$ cat src/rtl/glitch_pulse_gen.sv
// glitch_pulse_gen: armed trigger-to-glitch sequencer.
// Once armed, a synchronised rising edge on trigger_in starts a delay of
// delay_cycles clocks, followed by a glitch pulse of width_cycles clocks.
// Ports:
//   clk, rst_n       clock, async active-low reset
//   trigger_in       async target trigger (2-flop synchronised + edge flop)
//   arm / abort      single-cycle arm request / return-to-idle request
//   auto_rearm       level; re-enter ARMED after each completed sequence
//   delay_cycles     trigger-to-pulse delay, sampled at trigger detection
//   width_cycles     pulse width, sampled at trigger detection
//   glitch_out       registered glitch pulse
//   armed / busy     state flags (ARMED / DELAY or PULSE), registered
//   done             one-cycle completion pulse
//   fire_count       completed pulses with non-zero width, wrapping
module glitch_pulse_gen #(
  parameter int unsigned DELAY_W = 32,
  parameter int unsigned WIDTH_W = 16,
  parameter int unsigned CNT_W   = 16
) (
  input  logic               clk,
  input  logic               rst_n,
  input  logic               trigger_in,
  input  logic               arm,
  input  logic               abort,
  input  logic               auto_rearm,
  input  logic [DELAY_W-1:0] delay_cycles,
  input  logic [WIDTH_W-1:0] width_cycles,
  output logic               glitch_out,
  output logic               armed,
  output logic               busy,
  output logic               done,
  output logic [CNT_W-1:0]   fire_count
);

  localparam int unsigned CW = (DELAY_W > WIDTH_W) ? DELAY_W : WIDTH_W;

  typedef enum logic [1:0] {
    ST_IDLE  = 2'd0,
    ST_ARMED = 2'd1,
    ST_DELAY = 2'd2,
    ST_PULSE = 2'd3
  } state_e;

  state_e             state_q, state_d;
  logic [CW-1:0]      cnt_q, cnt_d;
  logic [WIDTH_W-1:0] w_q, w_d;
  logic [CNT_W-1:0]   fire_q, fire_d;
  logic               glitch_q, glitch_d;
  logic               armed_q, armed_d;
  logic               busy_q, busy_d;
  logic               done_q, done_d;
  logic               s1_q, s2_q, s3_q;
  logic               trig_rise_c;
  logic               complete_c;

  // Trigger synchroniser plus one extra flop for rising-edge detection
  always_ff @(posedge clk or negedge rst_n) begin
    if (!rst_n) begin
      s1_q <= 1'b0;
      s2_q <= 1'b0;
      s3_q <= 1'b0;
    end else begin
      s1_q <= trigger_in;
      s2_q <= s1_q;
      s3_q <= s2_q;
    end
  end

  assign trig_rise_c = s2_q & ~s3_q;

  // State, counters and registered outputs
  always_ff @(posedge clk or negedge rst_n) begin
    if (!rst_n) begin
      state_q  <= ST_IDLE;
      cnt_q    <= '0;
      w_q      <= '0;
      fire_q   <= '0;
      glitch_q <= 1'b0;
      armed_q  <= 1'b0;
      busy_q   <= 1'b0;
      done_q   <= 1'b0;
    end else begin
      state_q  <= state_d;
      cnt_q    <= cnt_d;
      w_q      <= w_d;
      fire_q   <= fire_d;
      glitch_q <= glitch_d;
      armed_q  <= armed_d;
      busy_q   <= busy_d;
      done_q   <= done_d;
    end
  end

  // Next-state, counter and output decode
  always_comb begin
    state_d    = state_q;
    cnt_d      = cnt_q;
    w_d        = w_q;
    fire_d     = fire_q;
    done_d     = 1'b0;
    complete_c = 1'b0;

    unique case (state_q)
      ST_IDLE: begin
        if (arm) state_d = ST_ARMED;
      end
      ST_ARMED: begin
        if (trig_rise_c) begin
          w_d = width_cycles;
          if (delay_cycles != '0) begin
            state_d = ST_DELAY;
            cnt_d   = CW'(delay_cycles) - CW'(1);
          end else if (width_cycles != '0) begin
            state_d = ST_PULSE;
            cnt_d   = CW'(width_cycles) - CW'(1);
          end else begin
            complete_c = 1'b1;
          end
        end
      end
      ST_DELAY: begin
        if (cnt_q != '0) begin
          cnt_d = cnt_q - CW'(1);
        end else if (w_q != '0) begin
          state_d = ST_PULSE;
          cnt_d   = CW'(w_q) - CW'(1);
        end else begin
          complete_c = 1'b1;
        end
      end
      ST_PULSE: begin
        if (cnt_q != '0) begin
          cnt_d = cnt_q - CW'(1);
        end else begin
          // Only a non-empty pulse can reach PULSE, so it always counts
          complete_c = 1'b1;
          fire_d     = fire_q + CNT_W'(1);
        end
      end
      default: state_d = ST_IDLE;
    endcase

    if (complete_c) begin
      done_d  = 1'b1;
      state_d = auto_rearm ? ST_ARMED : ST_IDLE;
    end

    // Abort overrides everything decided above, including completion
    if (abort) begin
      state_d = ST_IDLE;
      cnt_d   = '0;
      fire_d  = fire_q;
      done_d  = 1'b0;
    end
  end

  assign glitch_d = (state_d == ST_PULSE);
  assign armed_d  = (state_d == ST_ARMED);
  assign busy_d   = (state_d == ST_DELAY) || (state_d == ST_PULSE);

  assign glitch_out = glitch_q;
  assign armed      = armed_q;
  assign busy       = busy_q;
  assign done       = done_q;
  assign fire_count = fire_q;

endmodule

$ cat config.mk
export PLATFORM = sky130hd
export DESIGN_NAME = glitch_pulse_gen
export DESIGN_NICKNAME = d
export VERILOG_FILES = /design/src/rtl/glitch_pulse_gen.sv
export SDC_FILE = /design/constraint.sdc
export NUM_CORES = 1
export LEC_CHECK = 0
export BUFFER_PORTS_ARGS = -buffer_cell sky130_fd_sc_hd__buf_2
export CAP_MARGIN = 20
export CORE_MARGIN = 3
export CORE_UTILIZATION = 59
export DETAILED_ROUTE_END_ITERATION = 12
export GPL_TIMING_DRIVEN = 0
export PLACE_DENSITY = 0.81
export SLEW_MARGIN = 20
export SYNTH_ARGS = -nofsm -noshare
export SYNTH_HDL_FRONTEND = slang
export SYNTH_SLANG_ARGS = --single-unit
$ cat constraint.sdc
create_clock -name clk -period 3.2 [get_ports clk]
set_input_delay 0.64 -clock clk [delete_from_list [all_inputs] [get_ports clk]]
set_output_delay 0.64 -clock clk [all_outputs]
set_load 0.01 [all_outputs]
# Yosys cells after proc, flatten, opt, wreduce, memory -nomap -nowiden

Cells that the tools add are included.

Bits in registers: 73
Output and inout bits: 20

Add/subtract/negate cells: 5
Equal/unequal tests: 10
Multiplexer cells: 27
Bitwise logic cells: 4
Reductions and logical operators: 10

Operators with widths:

| kind                                                | number |
|---|---|
| two-way mux 32 bit                                  | 7 |
| case mux 32 bit (3 select lines)                    | 1 |
| nonzero test 32 bit                                 | 2 |
| subtractor 32 x 1 -> 32 bit, second input constant  | 2 |
| subtractor 16 x 1 -> 17 bit, second input constant  | 2 |
| nonzero test 16 bit                                 | 2 |
| adder 16 x 1 -> 16 bit, second input constant       | 1 |
| two-way mux 2 bit                                   | 8 |
| two-way mux 1 bit                                   | 9 |
| equality test 2 bit, second input constant          | 4 |
| != test 4 bit, second input constant                | 2 |
| != test 3 bit, second input constant                | 2 |
| case mux 2 bit (3 select lines)                     | 1 |
| AND reduction 5 bit                                 | 1 |
| equality test 2 x 1 -> 1 bit, second input constant | 2 |
| nonzero test 4 bit                                  | 1 |
| NOT 1 bit                                           | 3 |
| case mux 1 bit (3 select lines)                     | 1 |
| AND reduction 3 bit                                 | 1 |
| logical NOT 2 bit                                   | 1 |
| AND reduction 2 bit                                 | 1 |
| AND 1 bit                                           | 1 |
| logical OR 1 bit                                    | 1 |

# Longest topological paths before layout

Gate-level depths: netlist of run 1.

Depth after elaboration: 9
Gate-level depth with buffers: 11

# Worst setup path after synthesis of run 1

No wires, ideal clock.

Kind: in2reg
Start point: input width_cycles[3]
End point: register cnt_q[20]
Setup time: 132 ps
Data arrival time: 2671 ps
Required time: 3068 ps
Path slack: 397 ps
Stages on the path: 9
Path buffers: 3
Cells stage by stage: clkbuf_1 -> or4_1 -> nor4_1 -> a31oi_1 -> and2_1 -> clkbuf_1 -> buf_2 -> a32oi_1 -> nor2_1

Word-level cells in the longest chain between the ends: 6

RTL lines:

| item                             | RTL line | source |
|---|---|---|
| start, declared                  | 27       | `input logic [WIDTH_W-1:0] width_cycles,` |
| subtractor 16 x 1 -> 17 bit      | 115      | `cnt_d = CW'(width_cycles) - CW'(1);` |
| two-way mux 32 bit               | 113      | `end else if (width_cycles != '0) begin` |
| two-way mux 32 bit               | 110      | `if (delay_cycles != '0) begin` |
| two-way mux 32 bit               | 108      | `if (trig_rise_c) begin` |
| case mux 32 bit (3 select lines) | 103      | `unique case (state_q)` |
| two-way mux 32 bit               | 149      | `if (abort) begin` |
| end signal, assigned             | 84       | `cnt_q <= cnt_d;` |
| end, declared                    | 45       | `logic [CW-1:0] cnt_q, cnt_d;` |

Parallel ways exist; a longest one is shown, timed or not. The select of a mux whose other input is x is not followed.
A chain may end at the register's enable or synchronous reset.

# Worst setup path in the final report of run 1

Start point: register cnt_q[26]
End point: register cnt_q[5]

Word-level cells in the longest chain between the ends: 4

RTL lines:

| item                             | RTL line | source |
|---|---|---|
| nonzero test 32 bit (*)          | 122, 132 |  |
| two-way mux 32 bit               | 122      | `if (cnt_q != '0) begin` |
| case mux 32 bit (3 select lines) | 103      |  |
| two-way mux 32 bit               | 149      |  |

Mark *: on every way between the ends. The rest lies on a longest branch, timed or not.

==> results of run 1 <==
-- critical path, cell delays in order, from the launching register on --
cell,delay [ps]
dfrtp_1,420
or4_1,570
or4_4,490
nor4_4,310
buf_4,220
buf_2,270
a31oi_1,120
a221oi_1,350
a211oi_1,130
-- metrics by stage --
| stage | TNS, ps | power [uW] | hold WS, ps | utilization, % | std cells |
|---|---|---|---|---|---|
| 2_1_floorplan | 0 | 2070 | 331 | - | 692 |
| 3_3_place_gp | -9790 | 2420 | 342 | 68.0 | 890 |
| 3_5_place_dp | -9910 | 2440 | 343 | 68.2 | 891 |
| 4_1_cts | 0 | 3300 | 251 | 71.3 | 909 |
| 5_1_grt | 0 | 3530 | 260 | 71.6 | 909 |
| 6_report | 0 | 3360 | 229 | 71.6 | 909 |
-- kinds of logic after synthesis --
logic type	count (synthesis)	share of synthesized area, %
simple gates	333	30.1
compound gates	135	16.3
xor+xnor	88	13.8
flops	73	32.7
buf+inv	47	3.63
fa+ha+maj	12	2.69
mux	4	0.762
-- power by group --
part	internal (uW)	leakage [uW]	switching (uW)
registers	1070	0.000966	218
clock network	463	0.000113	389
logic	480	0.00157	744
-- sequential cells by signal (all words and copies together) (netlist names) --
name	flops
state_q	2
fire_count	16
busy	1
armed	1
glitch_out	1
done	1
s2_q	1
s1_q	1
s3_q	1
w_q	16
cnt_q	32
-- path summary, 6_finish.rpt --
check                            endpoint  slack (ps)  cells after the start
worst max register to register   cnt_q[5]         160                      8
worst min-delay path             cnt_q[9]         230                      1
min in group clk                     s2_q         360                      0
worst max-delay path             cnt_q[5]         160                      8
max in group asynchronous       cnt_q[22]        2400                      2
worst min register to register       s2_q         360                      0
-- routing by layer --
metal	vias to the layer above	wire length (um)	share of wire, %
met4	0	353	2.1
met5	-	0	0
met2	312	7510	45
li1	2671	-	-
met1	2696	7160	43
met3	40	1780	11
-- synth_stat cells, types with 3 or more instances --
master    count  area [um^2]
nand2_1     103          387
dfrtp_1      73         1830
nor2_1       69          259
xnor2_1      55          482
o21ai_0      37          185
nor3_1       36          180
xor2_1       33          289
nor4_1       26          163
a21oi_1      21          105
clkbuf_1     21         78.8
nand3_1      19         95.1
a211oi_1     17          128
inv_1        14         52.6
ha_1         12          150
nand4_1      12         75.1
or4_1        11         82.6
o211ai_1     10         75.1
or3_1        10         62.6
buf_2         9         45.0
a32o_1        8         80.1
and3_1        7         43.8
a31oi_1       6         37.5
o31ai_1       6         45.0
a311oi_1      4         35.0
a32oi_1       4         35.0
and2_1        4         25.0
and4_1        4         35.0
nand2b_1      4         25.0
nand3b_1      4         30.0
or2_2         4         25.0
nor4b_1       3         26.3
o21ai_1       3         15.0
o22ai_1       3         18.8
o31a_1        3         26.3
-- layout make-up --
type	count	area [um^2]
Clock buffer	10	138
Timing Repair Buffer	75	398
Tap cell	126	158
Sequential cell	73	1830
Buffer	33	150
Fill cell	753	2550
Multi-Input combinational cell	572	3620
Inverter	14	52.6
Clock inverter	6	90.1
-- repair_timing --
item,CTS,global route
endpoints found under the setup margin,33,27
gates resized for setup,4,6
pin swaps,1,0
setup buffers,2,0
-- layout by cell type (no fill, tap or decap), types with 7 or more instances in the layout --
cell type	instances
a211oi_1	17
a21oi_1	21
a32o_1	8
and3_1	7
buf_2	80
clkbuf_1	21
clkbuf_8	10
dfrtp_1	73
ha_1	12
inv_1	14
nand2_1	102
nand3_1	19
nand4_1	12
nor2_1	69
nor3_1	35
nor4_1	22
o211ai_1	10
o21ai_0	37
or3_1	10
or4_1	11
xnor2_1	55
xor2_1	33
==> results.toml, run 1 <==
[run_status]
status = "finished, final reports clean"

[sta]
skew_ps = 12.2
fin_crit_ps = 3040
slew_headroom_pct = 49.4
hold_viol_final = 0
max_freq_ghz = 0.329
final_max_slew_viol_count = 0
fin_ws_ps = 159
rsz0062_at_grt = "false"
worstMarginPinSlew_ps = 753
period_share_pct = 95.0
finalSetupViolCount = 0

[synthesis]
ys_seq_area_share_pct = 32.7
yosys_warnings = 0
synth_edf_count = 0
synthFlopType = "dfrtp_1"
syn_inst = 692
avgSynthCellArea_um2 = 8.07
ys_types = 58
syn_area_um2 = 5590
ys_ff_latch = 73
syn_nets = 758
async_reset_ff_share_pct = 100

[flow_run]
cap_violations = 0

[global_route]
grt_max_degree = 41
top_usage_layer = "met2"
grt_use_total_pct = 31.9
grt_pass1_vias = 5291
grt-ovfl-total = 0
grt_util_met3_pct = 7.24
antenna_found_initial = 0
use_met2_pct = 50.4
grt_pass1_wl_um = 26600
grt.met1_usage_pct = 44.3

[drt]
drc = 0
viasPerCell = 6.29
antenna_left = 0
dr.pass1.iters = 5
drtIter0Drc = 544
wl_per_cell_um = 18.5
via_count = 5719
routed_wl_um = 16800

[final_layout]
stdcell_area_um2 = 6430
areaGrowthSynthToFinish_pct = 15.1
drive_gt1_share_pct = 16.3
fin_nets = 844
antenna_cells = 0

[worst_hold_path]
hold_class = "primary input to async pin"

[clock_tree]
clock_latency_ps = 360
postCtsHoldBufs = 0
cts_tree = "done"
root_buffer = "clkbuf_8"
htreeDepth = 3
path_clk_slew_ps = 90
clock_sinks = 73
numCtsBuffers = 9
cts_buffer_depth = 2

[floorplanning]
coreArea_um2 = 8980
num_rows = 34
die-area_um2 = 10700
ios = 74
chipWidth_um = 103
die_h_um = 103
initial_core_util_pct = 62.2

[power]
p_leak_uw = 0.00265
vdd_drop_max_uv = 424
p_per_area_nw_per_um2 = 522

[critical_path]
arrival_ps = 3240
critPathKind = "flop to flop"
crit_path_end_kind = "flop"
reg2reg_from = "cnt_q[26]"
cp-startpoint = "cnt_q[26]"
cp_max_fo = 10
crit_path_start_kind = "flop"
cp.required_ps = 3400

[placed_design]
post-place-ws_ps = -433
post-dp-hpwl_um = 12900
place_congestion = 0.959
placedInstanceArea_um2 = 6130
port_buffers = 72
Note: power is estimated with default switching activity, not from simulation.
==> run 2, diff against run 1 <==
--- a/config.mk
+++ b/config.mk
@@ -16,3 +16,4 @@
 export SYNTH_ARGS = -nofsm -noshare
 export SYNTH_HDL_FRONTEND = slang
 export SYNTH_SLANG_ARGS = --single-unit
+export TNS_END_PERCENT = 50
==> constraint.sdc (replaced) <==
create_clock -name clk -period 3.2 [get_ports clk]
set_input_delay 0.48 -clock clk [delete_from_list [all_inputs] [get_ports clk]]
set_output_delay 0.48 -clock clk [all_outputs]
set_load 0.01 [all_outputs]
==> results.toml, run 2 (synthesized netlist as in run 1, its figures left out) <==
[critical_path]
slowest_stage = "or4_1"
critPathKind = "flop to flop"
arrival_ps = 3230
crit_path_start_kind = "flop"
path_buf_inv = 2
max_stage_delay_ps = 570
cp_max_fo = 10
cp_top_family = "simple AND/OR/NAND/NOR gates"
worstPathCellList = "or4_1 -> or4_4 -> nor4_4 -> buf_4 -> buf_2 -> a31oi_1 -> a221oi_1 -> a211oi_1"
crit_path_end_kind = "flop"
cp.required_ps = 3400

[sta]
period_share_pct = 94.7
finalSetupViolCount = 0
worstMarginPinSlew_ps = 751
final_max_slew_viol_count = 0
fin_crit_ps = 3030
fin_ws_ps = 170
rsz0062_at_grt = "true"
skew_ps = 16.1
slew_headroom_pct = 49.5
hold_viol_final = 0
max_freq_ghz = 0.330
worst_hold_slack_ps = 67.4

[drt]
via_count = 5734
viasPerCell = 6.31
wl_per_cell_um = 18.5
routed_wl_um = 16800
dr.pass1.iters = 6
drc = 0
antenna_left = 0
drtIter0Drc = 547

[floorplanning]
num_rows = 34
ios = 74
coreArea_um2 = 8980
chipWidth_um = 103
initial_core_util_pct = 62.2
die_h_um = 103
die-area_um2 = 10700

[final_layout]
antenna_cells = 0
largest_reg_flops = 32
areaGrowthSynthToFinish_pct = 14.8
drive_gt1_share_pct = 16.1
top_register = "cnt_q"
final_cell_mix = "nand2_1 (102), buf_2 (80), dfrtp_1 (73)"
fin_nets = 844
layout_commonest_cell = "nand2_1"

[placed_design]
post-place-ws_ps = -327
post-dp-hpwl_um = 12900
place_congestion = 0.959
port_buffers = 72

[global_route]
antenna_found_initial = 0
grt_use_total_pct = 31.9
grt-ovfl-total = 0
grt_pass1_wl_um = 26500
grt_max_degree = 41
grt_pass1_vias = 5304

[worst_hold_path]
hold_class = "primary input to async pin"

[clock_tree]
htreeDepth = 3
clock_latency_ps = 360
cts_tree = "done"
cts_buffer_depth = 2
numCtsBuffers = 9
root_buffer = "clkbuf_8"
postCtsHoldBufs = 0
clock_sinks = 73
path_clk_slew_ps = 90

[power]
p_total_uw = 3350
vdd_drop_max_uv = 419
p_leak_uw = 0.00264
p_per_area_nw_per_um2 = 523

[flow_run]
cap_violations = 0

[run_status]
status = "finished, final reports clean"
-- run 2: cell types whose count changed in the layout (fill, tap and decap cells not counted) --
cell	before	now
nor3_1	35	36
nor3_2	1	0
nor4_2	3	4
nor4_4	4	3
nor4bb_1	0	1
nor4bb_2	1	0
-- run 2: worst paths after layout --
kind                             from  depth (start not counted)  slack [ps]   endpoint
min reg2reg                      s1_q                          0         360       s2_q
min in group clk           trigger_in                          1         240       s1_q
min                             rst_n                          1          70   cnt_q[9]
max                         cnt_q[26]                          8         170   cnt_q[5]
max in group asynchronous       rst_n                          2        2550  cnt_q[28]
max reg2reg                 cnt_q[26]                          8         170   cnt_q[5]
-- run 2: area by class of cell --
cell class                 instances  area, um^2
timing repair buffer              75         398
fill                             758        2570
sequential                        73        1830
inverter                          14        52.6
multi-input combinational        572        3600
buffer                            33         150
clock buffer                      10         138
tap                              126         158
clock inverter                     6        90.1
-- run 2: stage by stage --
step	TNS (ps)	cells	area, um^2	utilization [%]
final	0	909	6410	71.4
after global routing	-1.59	909	6410	71.4
after CTS	0	909	6390	71.2
after detailed placement	-5850	891	6130	68.2
after global placement	-4660	890	6100	68.0
after floorplan	0	692	5590	-
-- run 2: metal layers --
layer,GRT usage [%],vias up,share of wire [%]
met5,0,-,0
met4,9.16,0,1.7
met3,7.31,30,11
met2,50.1,354,45
met1,44.1,2675,42
li1,-,2675,-
-- run 2: timing repair --
action                                  4_1_cts  5_1_grt
endpoints found under the setup margin       33       19
pin swaps                                     1        0
resized for setup                             3        4
gates cloned                                  0        0
buffers inserted                              2        0
hold endpoints to repair                      0        0
-- run 2: power breakdown --
| part | internal (uW) | total [uW] | switching (uW) |
|---|---|---|---|
| Combinational | 476 | 1220 | 743 |
| Sequential | 1070 | 1280 | 215 |
| Clock | 464 | 851 | 388 |
| Total | 2000 | 3350 | 1350 |
==> run 3, diff against run 2 <==
==> constraint.sdc (replaced) <==
create_clock -name clk -period 3.35 [get_ports clk]
set_input_delay 0.5025 -clock clk [delete_from_list [all_inputs] [get_ports clk]]
set_output_delay 0.5025 -clock clk [all_outputs]
set_load 0.01 [all_outputs]
==> results.toml, run 3 (synthesized netlist as in run 1, its figures left out) <==
[clock_tree]
clock_sinks = 73
root_buffer = "clkbuf_8"
cts_tree = "done"
numCtsBuffers = 9
postCtsHoldBufs = 0
cts_buffer_depth = 2
clock_latency_ps = 360
htreeDepth = 3
path_clk_slew_ps = 90

[placed_design]
place_congestion = 0.959
post-dp-hpwl_um = 12900
port_buffers = 72

[final_layout]
antenna_cells = 0
drive_gt1_share_pct = 16.1
layout_commonest_cell = "nand2_1"
largest_reg_flops = 32
fin_nets = 846
top_register = "cnt_q"
areaGrowthSynthToFinish_pct = 14.9
final_cell_mix = "nand2_1 (103), buf_2 (80), dfrtp_1 (73)"
nFillCells = 759

[power]
p_per_area_nw_per_um2 = 499
vdd_drop_max_uv = 397
p_leak_uw = 0.00265
p_total_uw = 3200

[critical_path]
cp.required_ps = 3590
worst_r2r_endpoint = "cnt_q[30]"
regToRegSetupSlack_ps = 190
crit_path_start_kind = "flop"
cp-startpoint = "cnt_q[0]"
critPathKind = "flop to flop"
arrival_ps = 3400
worstPathCellList = "inv_1 -> ha_1 -> nor3b_1 -> nand4_1 -> or2_0 -> nor3_1 -> xnor2_1 -> o21ai_1 -> a32o_1"
max_stage_delay_ps = 730
slowest_stage = "nor3b_1"
reg2reg_from = "cnt_q[0]"
crit_path_end_kind = "flop"
cp_max_fo = 7
cp_top_family = "simple AND/OR/NAND/NOR gates"
path_buf_inv = 1
reg2regPathDepth = 9

[sta]
skew_ps = 15.7
hold_viol_final = 0
finalSetupViolCount = 0
final_max_slew_viol_count = 0
worstMarginPinSlew_ps = 917
period_share_pct = 94.2
fin_setup_tns_ps = 0
slew_headroom_pct = 38.3
fin_crit_ps = 3160
max_freq_ghz = 0.317

[floorplanning]
die-area_um2 = 10700
num_rows = 34
initial_core_util_pct = 62.2
ios = 74
coreArea_um2 = 8980
die_h_um = 103
chipWidth_um = 103

[run_status]
status = "finished, final reports clean"

[drt]
antenna_left = 0
drtIter0Drc = 568
dr.pass1.iters = 5
viasPerCell = 6.34
wl_per_cell_um = 18.5
drc = 0
via_count = 5774
routed_wl_um = 16800

[global_route]
grt-ovfl-total = 0
grt_use_total_pct = 31.6
antenna_found_initial = 0
grt_max_degree = 41
grt_pass1_wl_um = 26300
grt_pass1_vias = 5305

[flow_run]
cap_violations = 0

[worst_hold_path]
hold_class = "primary input to async pin"
## run 3: changes by cell type in the layout (fill, tap and decap cells not counted), sizes merged
cell / change
buf: +2
## run 3: worst reg2reg max path: cells and delay by family, from the launching register on
| kind | cells | cell delay, ps |
|---|---|---|
| xor+xnor | 1 | 140 |
| compound gates | 2 | 340 |
| buf+inv | 1 | 130 |
| fa+ha+maj | 1 | 190 |
| flops | 1 | 440 |
| simple gates | 4 | 1800 |
## run 3: how the worst max path moves through the flow
stage / endpoint / slack (ps) / cells after the start
after floorplan: cnt_q[31] / 650 / 8
after global placement: cnt_q[6] / -150 / 10
after detailed placement: cnt_q[6] / -180 / 8
after CTS: cnt_q[6] / 100 / 8
after global routing: cnt_q[30] / -10 / 9
final: cnt_q[30] / 190 / 9
## run 3: layer usage
layer	up-vias	global-route usage, %	part of all wire, %
li1	2688	-	-
met1	2717	43.8	43
met2	337	49.8	45
met3	32	7.11	11
met4	0	9.06	1.9
met5	-	0	0
## run 3: final cells by class
class                           count  area [um^2]  share of cell area [%]
Tap cell                          126          158                    2.46
Inverter                           14         52.6                   0.819
Clock inverter                      6         90.1                    1.40
Timing Repair Buffer               77          413                    6.43
Clock buffer                       10          138                    2.14
Multi-Input combinational cell    572         3590                    55.9
Buffer                             33          150                    2.34
Sequential cell                    73         1830                    28.5
## run 3: stage by stage
stage	utilization [%]	worst slack (ps)	cell area [um^2]	hold WS [ps]	instances
detailed placement	68.2	-177	6130	343	891
global route	71.5	-11.6	6420	123	911
floorplan	-	646	5590	207	692
global placement	68.0	-147	6100	342	890
CTS	71.0	101	6370	114	907
finish	71.5	195	6420	93.3	911
## run 3: power by group
group | internal (uW) | leakage (uW) | switching (uW)
Sequential | 1020 | 0.000966 | 205
Clock | 443 | 0.000113 | 369
Combinational | 456 | 0.00157 | 711
Total | 1920 | 0.00265 | 1280
## run 3: timing repair
action / 4_1_cts / 5_1_grt
resized for setup: 2 / 3
pin swaps: 0 / 1
endpoints found under the setup margin: 21 / 28
buffers inserted: 0 / 4
